**config.mk**
```make
export PLATFORM = sky130hd
export DESIGN_NAME = timer_entrada_param
export DESIGN_NICKNAME = d
export VERILOG_FILES = /design/src/rtl/timer_pkg.sv /design/src/rtl/timer_entrada_param_div_tick.sv /design/src/rtl/timer_entrada_param.sv
export SDC_FILE = /design/constraint.sdc
export NUM_CORES = 1
export LEC_CHECK = 0
export BUFFER_PORTS_ARGS = -buffer_cell sky130_fd_sc_hd__buf_4
export CAP_MARGIN = 15
export CORE_MARGIN = 1.5
export CORE_UTILIZATION = 30
export DETAILED_ROUTE_END_ITERATION = 6
export HOLD_SLACK_MARGIN = 0.08
export PLACE_DENSITY = 0.56
export REMOVE_ABC_BUFFERS = 1
export SLEW_MARGIN = 20
export SYNTH_ARGS = -nofsm -noshare
export SYNTH_HDL_FRONTEND = slang
export SYNTH_SLANG_ARGS = --single-unit
export TNS_END_PERCENT = 5
```
**constraint.sdc**
```tcl
create_clock -name clk100 -period 3.9 [get_ports clk100]
set_input_delay 0.39 -clock clk100 [delete_from_list [all_inputs] [get_ports clk100]]
set_output_delay 0.39 -clock clk100 [all_outputs]
set_load 0.005 [all_outputs]
```
**src/rtl/timer_pkg.sv**
```systemverilog
// Shared definitions for the timer keypad front-end: debounce FSM states,
// BCD digit width and the "no key pressed" encoder sentinel.
package timer_pkg;

  typedef enum logic [1:0] {
    IDLE     = 2'd0,
    PRESS_DB = 2'd1,
    HELD     = 2'd2,
    REL_DB   = 2'd3
  } state_t;

  localparam int BCD_W = 4;

  // Never a legal digit code because at most ten keys exist.
  localparam logic [BCD_W-1:0] NO_KEY = 4'hF;

endpackage

```
**src/rtl/timer_entrada_param_div_tick.sv**
```systemverilog
// Free-running modulo-DIV counter producing a one-cycle terminal-count pulse;
// the hold input parks the counter at zero.
module div_tick_param #(
  parameter int DIV = 100
) (
  input  logic clk,
  input  logic rst,
  input  logic hold,
  output logic pulse
);

  localparam int CW = (DIV < 2) ? 1 : $clog2(DIV);
  localparam logic [CW-1:0] LAST = CW'(DIV - 1);

  logic [CW-1:0] count;

  always_ff @(posedge clk or posedge rst) begin
    if (rst) begin
      count <= '0;
    end else if (hold || count == LAST) begin
      count <= '0;
    end else begin
      count <= count + 1'b1;
    end
  end

  // Combinational so the parent can register it alongside the entry strobe.
  assign pulse = !hold && (count == LAST);

endmodule

```
**src/rtl/timer_entrada_param.sv**
```systemverilog
// Keypad front-end: synchronises and priority-encodes keys, debounces press and
// release, shifts accepted BCD digits into the entry register and muxes the tick.
module timer_entrada_param
  import timer_pkg::*;
#(
  parameter int N_KEYS          = 10,
  parameter int N_DIGITS        = 4,
  parameter int DEBOUNCE_CYCLES = 5,
  parameter int CLK_HZ          = 100,
  parameter int TICK_HZ         = 1
) (
  input  logic                      clk100,
  input  logic                      rst,
  input  logic [N_KEYS-1:0]         key,
  input  logic                      entry_en,
  input  logic                      clear_digits,
  output logic [BCD_W-1:0]          digit,
  output logic                      digit_valid,
  output logic [BCD_W*N_DIGITS-1:0] digits,
  output logic                      key_held,
  output logic                      tick
);

  localparam int DIV   = CLK_HZ / TICK_HZ;
  localparam int DW    = BCD_W * N_DIGITS;
  localparam int CNT_W = (DEBOUNCE_CYCLES < 2) ? 1 : $clog2(DEBOUNCE_CYCLES + 1);
  localparam logic [CNT_W-1:0] CNT_LAST = CNT_W'(DEBOUNCE_CYCLES - 1);

  logic [N_KEYS-1:0] key_s1;
  logic [N_KEYS-1:0] key_s2;
  logic [BCD_W-1:0]  code;
  logic              present;
  state_t            state;
  logic [CNT_W-1:0]  count;
  logic [BCD_W-1:0]  latched;
  logic              strobe;
  logic              div_pulse;

  // Highest asserted index wins.
  always_comb begin
    code = NO_KEY;
    for (int i = 0; i < N_KEYS; i++) begin
      if (key_s2[i]) begin
        code = BCD_W'(i);
      end
    end
  end

  assign present = (code != NO_KEY);

  // With a single-cycle debounce the press is accepted straight from IDLE.
  assign strobe = entry_en && present &&
                  ((state == IDLE && DEBOUNCE_CYCLES == 1) ||
                   (state == PRESS_DB && code == latched && count == CNT_LAST));

  div_tick_param #(
    .DIV(DIV)
  ) u_div (
    .clk  (clk100),
    .rst  (rst),
    .hold (entry_en),
    .pulse(div_pulse)
  );

  always_ff @(posedge clk100 or posedge rst) begin
    if (rst) begin
      key_s1      <= '0;
      key_s2      <= '0;
      state       <= IDLE;
      count       <= '0;
      latched     <= '0;
      digit       <= '0;
      digit_valid <= 1'b0;
      key_held    <= 1'b0;
      tick        <= 1'b0;
    end else begin
      key_s1      <= key;
      key_s2      <= key_s1;
      digit_valid <= strobe;
      tick        <= entry_en ? strobe : div_pulse;
      if (strobe) begin
        digit <= code;
      end
      if (!entry_en) begin
        state    <= IDLE;
        count    <= '0;
        key_held <= 1'b0;
      end else begin
        case (state)
          IDLE: begin
            if (present) begin
              latched <= code;
              if (strobe) begin
                state    <= HELD;
                key_held <= 1'b1;
              end else begin
                state <= PRESS_DB;
                count <= CNT_W'(1);
              end
            end
          end
          PRESS_DB: begin
            if (!present) begin
              state <= IDLE;
              count <= '0;
            end else if (code != latched) begin
              latched <= code;
              count   <= CNT_W'(1);
            end else if (strobe) begin
              state    <= HELD;
              count    <= '0;
              key_held <= 1'b1;
            end else begin
              count <= count + 1'b1;
            end
          end
          HELD: begin
            // Code changes while held are deliberately ignored: no auto-repeat.
            if (!present) begin
              key_held <= 1'b0;
              if (DEBOUNCE_CYCLES == 1) begin
                state <= IDLE;
              end else begin
                state <= REL_DB;
                count <= CNT_W'(1);
              end
            end
          end
          REL_DB: begin
            if (present) begin
              state    <= HELD;
              count    <= '0;
              key_held <= 1'b1;
            end else if (count == CNT_LAST) begin
              state <= IDLE;
              count <= '0;
            end else begin
              count <= count + 1'b1;
            end
          end
          default: begin
            state <= IDLE;
            count <= '0;
          end
        endcase
      end
    end
  end

  // Clear has priority over a coincident digit, which is then lost.
  always_ff @(posedge clk100 or posedge rst) begin
    if (rst) begin
      digits <= '0;
    end else if (clear_digits) begin
      digits <= '0;
    end else if (digit_valid) begin
      digits <= (digits << BCD_W) | DW'(digit);
    end
  end

endmodule

```
==> key figures <==
Timing
  • Final hold slack: roughly 160 ps
  • Clk_skew: roughly 8.5 ps
  • Least-Margin Pin Slew: around 900 ps
  • RSZ-0062 raised after global routing: false
  • Fmax: between 0.4 and 0.5 GHz
  • Final hold violations: 0
  • Fin. max-slew vios: 0
  • Relative slew slack: 0.4147
  • Setup_tns: 0 ps
  • Final min period: about 2400 ps
  • Final period util: 0.6243
  • Final WS setup: around 1500 ps
  • Endpoints failing setup: 0

Place
  • Worst slack at placement: 1495 ps
  • Hpwl dp: ~3200 um
  • GPL Wtd Cong: ~0.83
  • Number of port buffers: 36

GRT
  • Largest net degree at the start of global routing: 39
  • First-pass GRT wire length: between 7000 and 8000 um
  • Initial antenna violation count: 0
  • Grt ovf: 0
  • Vias in the first global route: about 1700
  • GRT Overall Usage: 0.1152

Floorplan
  • Ports: 37
  • # rows: 33
  • Die Width: approximately 95 um
  • Die Y-Extent: ~95 um
  • Starting Density: 0.3078
  • Die area: 8945 sq um
  • Core ar.: just over 8000 sq um

Logic synthesis
  • YS warnings: 0
  • Area leader, netlist: dfrtp_1
  • Cell count after synthesis: 215
  • Top post-synthesis cells by count: dfrtp_1, nor2_1, mux2i_1, nand2_1, inv_1
  • Main area contributors after synthesis: dfrtp_1, mux2i_1, nor2_1
  • Post-synthesis register bit count: 59
  • Synthesized area: 2516 sq um
  • Post-synth top area share: 0.5868
  • Post-synth EDFFs: 0
  • Avg Cell Area, Syn: between 10 and 15 sq um
  • Synth Flop Type: dfrtp_1
  • Seq/Total Area, Yosys: 0.5868
  • Most common cell in the netlist: dfrtp_1
  • Ys async rst share: 1.000
  • Yosys cell types: 50

Setup path
  • Worst reg-to-reg path cell count: 6
  • CP endpoint kind: register
  • Worst endpoint required time: just over 4000 ps
  • WS Path Type: register to register
  • Worst R2R End: digit[3]
  • CP max FO: 6
  • Crit start category: register
  • Flop-to-flop setup slack: between 1000 and 1500 ps
  • Worst Path Arrival: 2650 ps
  • Startpoint of the worst register-to-register path: key_s2[7]

Layout
  • Share of cells above drive strength 1: 0.2759
  • Final nets: approximately 270
  • Synth-to-Final Area Change: 22.68%
  • N_diodes: 0
  • Post-layout util: 0.3776

Clocking
  • Num CTS Buffers: 9
  • Max clock buf depth: 2
  • Clk sinks: slightly below 60
  • CTS clk-pin slew, worst paths: 60 ps
  • CTS resizes: 0
  • Post-cts hold buffer count: 0
  • CTS root buf: clkbuf_8
  • Postcts setup bufs: 0
  • Worst-Skew Late Latency: about 330 ps
  • CTS tree: done
  • H-tree depth: 3

Route
  • Post-route DRC: 0
  • Total number of vias: roughly 1700
  • Drt wl/cell: 12.21 um
  • Routed Antenna Nets: 0
  • Final Routed Wirelength: ~4500 um
  • Via density: between 4 and 5
  • DR iter-0 viols: 64
  • First-pass DRT Iterations: 4

Worst hold path
  • Worst Hold End: key_s1[9]
  • Hold depth: 1
  • Class of the worst hold path: input port to register
  • Worst Min Path Start: key[9]

Outcome
  • Status: finished, final reports clean

Pwr
  • Lkg Pwr: around 0.0014 uW
  • Tot Pwr: 1263 uW
  • Maximum VDD drop: 0.0001868 V
  • Total power density per cell area: 409.3 nW/um^2

Job
  • Max-cap violations: 0
cell families after synthesis:
logic type | share of synthesized area
flip-flops | 0.5868
multiplexers | 0.09895
AND/OR/NAND/NOR | 0.1537
XOR/XNOR | 0.02437
buffers and inverters | 0.02536
AO/OA/AOI/OAI | 0.09597
adder cells (fa/ha/maj) | 0.01492
through the flow:
| step | instances | area [sq um] |
|---|---|---|
| 5_1_grt | 366 | 3087 |
| 3_5_place_dp | 350 | 2892 |
| 3_3_place_gp | 350 | 2892 |
| 2_1_floorplan | 208 | 2482 |
| 6_report | 366 | 3087 |
| 4_1_cts | 366 | 3087 |
where the power goes:
group | switching [uW] | internal [uW]
Clock | 225 | 312
Sequential | 16.7 | 631
Combinational | 45.1 | 33.5
Total | 287 | 976
state kept, by name, summed over array words and instances (netlist names), 2 cells and up:
| signal | cells |
|---|---|
| count | 3 |
| latched | 4 |
| state | 2 |
| key_s1 | 10 |
| digit | 4 |
| digits | 16 |
| u_div.count | 7 |
| key_s2 | 10 |
cell type report:
class	instances	area, sq um
clock inverters	4	50.05
repair buffers	37	277.8
flip-flops and latches	59	1476
inverters	8	30.03
clock buffers	12	145.1
multi-input cells	141	975.9
well taps	105	131.4
fillers	795	5089
layout by cell type (no fill, tap or decap), drive strengths merged, types with 3 or more instances in the layout:
master / count
xnor2: 4
nor4b: 3
nor2: 34
a21oi: 7
inv: 8
buf: 37
xor2: 3
mux2i: 17
clkbuf: 12
mux2: 6
nand2: 11
dfrtp: 59
ha: 3
o21ai: 6
nand3: 7
critical path: stages, from the launching register on:
cell      delay (ps)
dfrtp_1          430
or3_1            390
a2111o_1         370
o211ai_2         120
o221ai_2         200
or3_1            480
mux2_4           330
how the worst max path moves through the flow:
stage                          end       from  cells after the start
after floorplan           digit[1]  key_s2[7]                      6
after global placement    digit[2]  key_s2[4]                      6
after detailed placement  digit[3]  key_s2[7]                      6
after CTS                 digit[1]  key_s2[7]                      6
after global routing      digit[1]  key_s2[5]                      6
final                     digit[3]  key_s2[7]                      6
layer usage:
metal,share of wire,track usage,vias to the layer above
met5,0,0,-
met4,0.016,0.06095,0
met3,0.054,0.03784,9
met2,0.43,0.1721,43
met1,0.50,0.1478,796
li1,-,-,836
(Power assumes the default switching activity.)
